[config.mk]
export PLATFORM = sky130hd
export DESIGN_NAME = mshr_ctrl
export DESIGN_NICKNAME = d
export VERILOG_FILES = /design/src/rtl/mshr_pkg.sv /design/src/rtl/mshr_queue.sv /design/src/rtl/mshr_ctrl.sv
export SDC_FILE = /design/constraint.sdc
export NUM_CORES = 1
export LEC_CHECK = 0
export BUFFER_PORTS_ARGS = -buffer_cell sky130_fd_sc_hd__buf_4
export CAP_MARGIN = 0
export CORE_MARGIN = 1.5
export CORE_UTILIZATION = 30
export DETAILED_ROUTE_END_ITERATION = 6
export GPL_TIMING_DRIVEN = 1
export SETUP_SLACK_MARGIN = 0.5
export SLEW_MARGIN = 20
export SYNTH_ARGS = -nofsm -noshare
export SYNTH_HDL_FRONTEND = slang
export SYNTH_SLANG_ARGS = --single-unit
export TNS_END_PERCENT = 30
[constraint.sdc]
create_clock -name clk -period 3.12 [get_ports clk]
set_input_delay 0.312 -clock clk [delete_from_list [all_inputs] [get_ports clk]]
set_output_delay 0.312 -clock clk [all_outputs]
set_load 0.02 [all_outputs]
[src/rtl/mshr_pkg.sv]
// Shared types and helpers for the MSHR controller and its queue.
package mshr_pkg;

    localparam int MSHR_DEPTH = 4;
    localparam int MSHR_PTR_W = $clog2(MSHR_DEPTH);

    typedef enum logic {
        BUS_RD = 1'b0,
        BUS_WR = 1'b1
    } bus_cmd_e;

    typedef enum logic [1:0] {
        IDLE,
        LOAD_ISSUE,
        STORE_WAIT
    } bus_state_e;

    typedef struct packed {
        logic [4:0]  regd;
        logic [31:0] addr;
        logic        issued;
        logic        done;
        logic [31:0] data;
    } mshr_entry_t;

    function automatic logic is_sp_addr(
        input logic [31:0] addr,
        input logic [31:0] base,
        input int          aw
    );
        logic [31:0] diff;
        diff = addr ^ base;
        return (diff >> aw) == 32'd0;
    endfunction

endpackage

[src/rtl/mshr_queue.sv]
// In-order circular MSHR buffer: allocate at tail, issue and fill in order,
// pop completed entries from head.
module mshr_queue
    import mshr_pkg::*;
#(
    parameter int NUM_MSHR = MSHR_DEPTH,
    localparam int PW = (NUM_MSHR > 1) ? $clog2(NUM_MSHR) : 1,
    localparam int CW = $clog2(NUM_MSHR + 1)
) (
    input  logic          clk,
    input  logic          rst,
    input  logic          alloc,
    input  logic [4:0]    alloc_regd,
    input  logic [31:0]   alloc_addr,
    input  logic          issue,
    input  logic          rsp_valid,
    input  logic [31:0]   rsp_data,
    input  logic          pop,
    output mshr_entry_t   head,
    output logic          head_done,
    output logic          iss_avail,
    output logic [31:0]   iss_addr,
    output logic [CW-1:0] count,
    output logic          full,
    output logic          empty
);

    mshr_entry_t         ent [NUM_MSHR];
    logic [NUM_MSHR-1:0] vld;
    logic [PW-1:0]       head_p;
    logic [PW-1:0]       tail_p;
    logic [PW-1:0]       iss_p;
    logic [PW-1:0]       rsp_p;
    logic                do_alloc;
    logic                do_issue;
    logic                do_pop;
    logic                rsp_hit;

    function automatic logic [PW-1:0] nxt(input logic [PW-1:0] p);
        return (p == PW'(NUM_MSHR - 1)) ? '0 : p + PW'(1);
    endfunction

    assign head      = ent[head_p];
    assign head_done = vld[head_p] && ent[head_p].done;
    assign iss_avail = vld[iss_p] && !ent[iss_p].issued;
    assign iss_addr  = ent[iss_p].addr;
    assign full      = (count == CW'(NUM_MSHR));
    assign empty     = (count == '0);

    assign do_alloc = alloc && !full;
    assign do_issue = issue && iss_avail;
    assign do_pop   = pop && head_done;
    // Responses come back in issue order, so the fill target is a pointer.
    assign rsp_hit  = rsp_valid && vld[rsp_p]
                   && ent[rsp_p].issued && !ent[rsp_p].done;

    always_ff @(posedge clk or negedge rst) begin
        if (!rst) begin
            for (int i = 0; i < NUM_MSHR; i++) begin
                ent[i] <= '0;
            end
            vld    <= '0;
            head_p <= '0;
            tail_p <= '0;
            iss_p  <= '0;
            rsp_p  <= '0;
            count  <= '0;
        end else begin
            if (do_alloc) begin
                ent[tail_p].regd   <= alloc_regd;
                ent[tail_p].addr   <= alloc_addr;
                ent[tail_p].issued <= 1'b0;
                ent[tail_p].done   <= 1'b0;
                ent[tail_p].data   <= '0;
                vld[tail_p]        <= 1'b1;
                tail_p             <= nxt(tail_p);
            end
            if (do_issue) begin
                ent[iss_p].issued <= 1'b1;
                iss_p             <= nxt(iss_p);
            end
            if (rsp_hit) begin
                ent[rsp_p].data <= rsp_data;
                ent[rsp_p].done <= 1'b1;
                rsp_p           <= nxt(rsp_p);
            end
            if (do_pop) begin
                vld[head_p] <= 1'b0;
                head_p      <= nxt(head_p);
            end
            if (do_alloc && !do_pop) begin
                count <= count + CW'(1);
            end else if (do_pop && !do_alloc) begin
                count <= count - CW'(1);
            end
        end
    end

endmodule

[src/rtl/mshr_ctrl.sv]
// Mem-side controller: scratchpad hits, MSHR-tracked slow loads, posted stores.
// Define MSHR_PERF_EN to add miss/stall counters and an occupancy high-water mark.
module mshr_ctrl
    import mshr_pkg::*;
#(
    parameter int          NUM_MSHR = MSHR_DEPTH,
    parameter logic [31:0] SP_BASE  = 32'h0000_0000,
    parameter int          SP_AW    = 12
) (
    input  logic            clk,
    input  logic            rst,
    input  logic            mmio_req,
    input  logic            mmio_lw,
    input  logic [31:0]     mmio_addr,
    input  logic [31:0]     mmio_data_write,
    input  logic [4:0]      mmio_regD,
    output logic [31:0]     mmio_data_read,
    output logic            hit_ack,
    output logic            miss_store,
    output logic            load_done_stall,
    output logic            passive_stall,
    output logic [4:0]      regD_done,
    output logic [SP_AW-3:0] sp_addr,
    output logic            sp_we,
    output logic [31:0]     sp_wdata,
    input  logic [31:0]     sp_rdata,
    output logic            bus_req_valid,
    input  logic            bus_req_ready,
    output logic            bus_req_we,
    output logic [31:0]     bus_req_addr,
    output logic [31:0]     bus_req_wdata,
    input  logic [31:0]     bus_resp_data,
`ifdef MSHR_PERF_EN
    output logic [31:0]     perf_miss_cnt,
    output logic [31:0]     perf_stall_cnt,
    output logic [2:0]      perf_max_occ,
`endif
    input  logic            bus_resp_valid
);

    localparam int CW = $clog2(NUM_MSHR + 1);

    mshr_entry_t   q_head;
    logic          q_head_done;
    logic          q_iss_avail;
    logic [31:0]   q_iss_addr;
    logic [CW-1:0] q_count;
    logic          q_full;
    logic          q_empty;
    logic          q_alloc;
    logic          q_issue;
    logic          q_pop;

    bus_state_e    state;
    bus_state_e    state_nxt;
    logic [31:0]   st_addr;
    logic [31:0]   st_wdata;
    logic          sp_hit;
    logic          store_req;
    logic          st_done;

    mshr_queue #(.NUM_MSHR(NUM_MSHR)) u_queue (
        .clk        (clk),
        .rst        (rst),
        .alloc      (q_alloc),
        .alloc_regd (mmio_regD),
        .alloc_addr (mmio_addr),
        .issue      (q_issue),
        .rsp_valid  (bus_resp_valid),
        .rsp_data   (bus_resp_data),
        .pop        (q_pop),
        .head       (q_head),
        .head_done  (q_head_done),
        .iss_avail  (q_iss_avail),
        .iss_addr   (q_iss_addr),
        .count      (q_count),
        .full       (q_full),
        .empty      (q_empty)
    );

    assign sp_hit = is_sp_addr(mmio_addr, SP_BASE, SP_AW);

    // Slow stores may only reach the bus once every older load has drained.
    assign store_req = rst && mmio_req && !mmio_lw && !sp_hit
                    && !q_head_done && q_empty;

    always_ff @(posedge clk or negedge rst) begin
        if (!rst) begin
            state    <= IDLE;
            st_addr  <= '0;
            st_wdata <= '0;
        end else begin
            state <= state_nxt;
            if (state == IDLE && state_nxt == STORE_WAIT) begin
                st_addr  <= mmio_addr;
                st_wdata <= mmio_data_write;
            end
        end
    end

    always_comb begin
        state_nxt     = state;
        bus_req_valid = 1'b0;
        bus_req_we    = 1'b0;
        bus_req_addr  = '0;
        bus_req_wdata = '0;
        q_issue       = 1'b0;
        unique case (state)
            IDLE: begin
                if (q_iss_avail) begin
                    bus_req_valid = 1'b1;
                    bus_req_we    = logic'(BUS_RD);
                    bus_req_addr  = q_iss_addr;
                    q_issue       = bus_req_ready;
                    if (!bus_req_ready) state_nxt = LOAD_ISSUE;
                end else if (store_req) begin
                    bus_req_valid = 1'b1;
                    bus_req_we    = logic'(BUS_WR);
                    bus_req_addr  = mmio_addr;
                    bus_req_wdata = mmio_data_write;
                    if (!bus_req_ready) state_nxt = STORE_WAIT;
                end
            end
            LOAD_ISSUE: begin
                bus_req_valid = 1'b1;
                bus_req_we    = logic'(BUS_RD);
                bus_req_addr  = q_iss_addr;
                q_issue       = bus_req_ready;
                if (bus_req_ready) state_nxt = IDLE;
            end
            STORE_WAIT: begin
                bus_req_valid = 1'b1;
                bus_req_we    = logic'(BUS_WR);
                bus_req_addr  = st_addr;
                bus_req_wdata = st_wdata;
                if (bus_req_ready) state_nxt = IDLE;
            end
            default: state_nxt = IDLE;
        endcase
    end

    assign st_done = bus_req_valid && bus_req_we && bus_req_ready;

    // Injection outranks the mem stage, which re-presents its request.
    always_comb begin
        mmio_data_read  = '0;
        hit_ack         = 1'b0;
        miss_store      = 1'b0;
        load_done_stall = 1'b0;
        passive_stall   = 1'b0;
        regD_done       = '0;
        sp_addr         = '0;
        sp_we           = 1'b0;
        sp_wdata        = '0;
        q_alloc         = 1'b0;
        q_pop           = 1'b0;
        if (rst) begin
            if (q_head_done) begin
                load_done_stall = 1'b1;
                regD_done       = q_head.regd;
                mmio_data_read  = q_head.data;
                q_pop           = 1'b1;
            end else if (mmio_req) begin
                if (sp_hit) begin
                    sp_addr = mmio_addr[SP_AW-1:2];
                    hit_ack = 1'b1;
                    if (mmio_lw) begin
                        mmio_data_read = sp_rdata;
                    end else begin
                        sp_we    = 1'b1;
                        sp_wdata = mmio_data_write;
                    end
                end else if (mmio_lw) begin
                    miss_store    = !q_full;
                    q_alloc       = !q_full;
                    passive_stall = q_full;
                end else begin
                    passive_stall = !st_done;
                end
            end
        end
    end

`ifdef MSHR_PERF_EN
    always_ff @(posedge clk or negedge rst) begin
        if (!rst) begin
            perf_miss_cnt  <= '0;
            perf_stall_cnt <= '0;
            perf_max_occ   <= '0;
        end else begin
            if (miss_store) perf_miss_cnt <= perf_miss_cnt + 32'd1;
            if (passive_stall) perf_stall_cnt <= perf_stall_cnt + 32'd1;
            if (3'(q_count) > perf_max_occ) perf_max_occ <= 3'(q_count);
        end
    end
`endif

endmodule

==> run summary <==
Status -> finished clean
Die Y-Extent -> 242.9 um
Placed insts -> 2233
Tightest Pin Transition -> 0.9075 ns
DRT Pass-1 Iters -> 5
Largest cells by area after synthesis -> dfrtp_1, mux2_2, a22o_1
Sequential share of the synthesized area -> 52.90%
CTS Sinks -> 365
Max IR drop VDD -> 0.3731 mV
Core box area -> 56600 um^2
Die area -> 59000 um^2
LEAKAGE -> 10.63 nW
Area fraction of the dominant cell type after synthesis -> 52.90%
Global-route usage over all layers -> 17.86%
Synth Flop Type -> dfrtp_1
Crit path launch type -> flip-flop
Clock latency at the later pin of the worst-skew pair -> 0.55 ns
Flops & latches, synth -> 365
RePlAce Congestion -> 0.7692
Fin crit period -> 2.984 ns
First-pass GRT wire length -> 82500 um
CP Capture Type -> primary output
Initial antenna violation count -> 1
Synth warn -> 0
Post-DP HPWL -> 31420 um
Antenna cells -> 0
Slew margin rel. -> 39.50%
Pins Over Slew Limit -> 0
Non-filler cells in the finished layout -> 2413
Fin. Hold Viols -> 0
Vias per cell -> 5.319
Syn Std Cell Area -> 17270 um^2
Sw Share -> 33.74%
H-Tree Depth -> 2
CTS tree -> done
CP max stage cell -> dfrtp_2
Netlist cell types -> 51
Port buffer count -> 288
Number of flops mapped to enable cells by yosys -> 0
Synthesis-to-finish area growth -> 38.05%
Crit-path cells -> buf_4 > nor4bb_4 > nor4_4 > buf_4 > o21bai_4 > buf_12 > a22oi_1 > a21oi_1 > buf_4
Largest net degree at the start of global routing -> 135
CP Data Required Time -> 2.81 ns
Async S/R FF share, synth -> 100.0%
Crit path buffers/inverters -> 4
Avg Inst Size Synth -> 13.86 um^2
Initial drt markers -> 869
Power Density -> 931.9 nW/um^2
Sequential power share -> 35.9%
Worst endpoint data arrival time -> 2.67 ns
CP delay by family, top -> buffers and inverters
Fillers -> 5196
Logic pwr share -> 42.5%
Fmax -> 0.3351 GHz
Max Cap Viol -> 0
Syn nets -> 1407
Vias after detailed routing -> 12830
Antenna-violating nets left -> 0
Nets -> 1795
Clock Pin Slew Worst Setup and Hold Paths -> 0.06 ns
Site Rows -> 87
Clk_skew -> 0.01879 ns
Starting Density -> 30.50%
Period utilisation layout -> 95.65%
Slowest stage delay, CP -> 0.45 ns
CTS Buf Count -> 41
RSZ-0062 raised after global routing -> true
CP max FO -> 16
Grt ovf -> 0
WL/cell -> 22.66 um
Total negative slack -> 0 ns
Clk pwr share -> 21.6%
Area leader, netlist -> dfrtp_1
Worst Setup Path Type -> flip-flop to primary output
CTS root buffer -> clkbuf_16
# IOs -> 289
Share of layout cells above drive strength 1 -> 45.62%
NetSw -> 7.495 mW
Worst hold-check path type -> primary input to async pin
Syn Inst Count -> 1246
Most used cell, CP -> buf_4
Pint -> 14.72 mW
Die span in x -> 242.9 um
Final setup fails -> 0
Final WL -> 54690 um
Max Buffers Root-to-Sink -> 3
Vias in the first global route -> 13440
DR DRC count -> 0
[what timing repair did]
action / in CTS / in global routing
pin swaps: 23 / 44
setup endpoints to repair: 177 / 338
setup buffers: 19 / 11
hold buffers: 68 / 0
gates resized for setup: 63 / 67
endpoints found under the hold margin: 188 / 0
gates cloned: 8 / 8
[Yosys cell counts, drive strengths merged, types with 2 or more instances]
cell type	n
a22oi	32
nand4	39
nor4bb	4
mux4	69
buf	25
nand3	5
a22o	196
o21ai	8
and2	45
nor2b	3
nor3	3
xor2	2
nand2	11
nor4	8
clkbuf	82
nor2	17
mux2	215
inv	15
and4b	3
nand4b	2
a21o	4
ha	21
a21oi	40
nor3b	4
dfrtp	365
a2111oi	5
and3	7
[worst reg2reg max path, cell delays in order (launching register included)]
cell	delay, ns
dfrtp_2	0.43
nand4_1	0.10
nand4_1	0.12
buf_6	0.16
buf_4	0.13
buf_6	0.12
buf_8	0.14
a211o_4	0.34
a2111oi_4	0.36
buf_6	0.19
buf_12	0.23
mux2_1	0.40
[final cells by class]
type | count | area, um^2 | area share (%)
tap | 756 | 945.9 | 3.968
timing repair buffer | 452 | 4367 | 18.32
clock buffer | 58 | 1192 | 5.003
inverter | 15 | 58.81 | 0.2467
sequential | 365 | 9139 | 38.34
multi-input combinational | 759 | 8010 | 33.61
clock inverter | 8 | 122.6 | 0.5144
[final timing paths]
check / from / end / slack [ns] / cells after the start
hold reg to reg: st_wdata[3]$_DFFE_PN0P_ / st_wdata[3]$_DFFE_PN0P_ / 0.49 / 1
setup / recovery: u_queue.iss_p[0]$_DFFE_PN0P_ / bus_req_addr[18] / 0.14 / 9
min in group clk: mmio_regD[3] / flip-flop / 0.04 / 2
setup reg to reg: u_queue.head_p[1]$_DFFE_PN0P_ / st_wdata[27]$_DFFE_PN0P_ / 0.28 / 11
max in group asynchronous: rst / async pin / 1.70 / 3
hold / removal: rst / async pin / 0.02 / 2
[cell families after synthesis]
logic type,Yosys count,synth area share [%]
fa+ha+maj,22,1.638
compound gates,293,13.65
mux,284,23.02
flops,365,52.90
buf+inv,122,3.015
simple gates,157,5.624
xor+xnor,3,0.1522
[layer usage]
layer / vias to the layer above / part of all wire [%] / global-route usage (%)
li1: 5575 / - / -
met1: 6780 / 44 / 24.61
met2: 425 / 49 / 29.35
met3: 54 / 5.6 / 2.919
met4: 0 / 1.5 / 4.275
met5: - / 0 / 0
[cell usage in the layout (no fill, tap or decap), drive strengths merged, types with 5 or more instances in the layout]
cell	count
buf	377
dfrtp	365
mux2	215
a22o	196
mux4	69
dlygate4sd3	67
clkbuf	65
and2	45
a21oi	40
nand4	39
a22oi	32
ha	21
inv	17
nor2	17
nand2	11
o21ai	8
nor4	8
and3	7
nand3	5
a2111oi	5
[power groups by stage]
stage / sequential [mW] / combinational (mW) / clock, mW
after floorplan: 7.58 / 5.54 / 0
after global placement: 7.85 / 7.90 / 0
after detailed placement: 7.97 / 8.09 / 0
after CTS: 7.91 / 9.02 / 4.93
after global routing: 8.21 / 10.1 / 5.13
final: 7.97 / 9.45 / 4.79
[through the flow]
stage / power [mW] / area [um^2] / hold WS, ns / setup WS (ns) / util [%]
2_1_floorplan: 13.12 / 17340 / 0.01641 / 0.4320 / -
3_3_place_gp: 15.75 / 20620 / 0.4678 / 0.1818 / 36.43
3_5_place_dp: 16.05 / 20620 / 0.4757 / 0.1880 / 36.43
4_1_cts: 21.86 / 23260 / 0.0004600 / 0.1403 / 41.10
5_1_grt: 23.42 / 23840 / 0.01256 / 0.03886 / 42.11
6_report: 22.21 / 23840 / 0.01892 / 0.1357 / 42.11
Power figures use the tool's default switching activity.
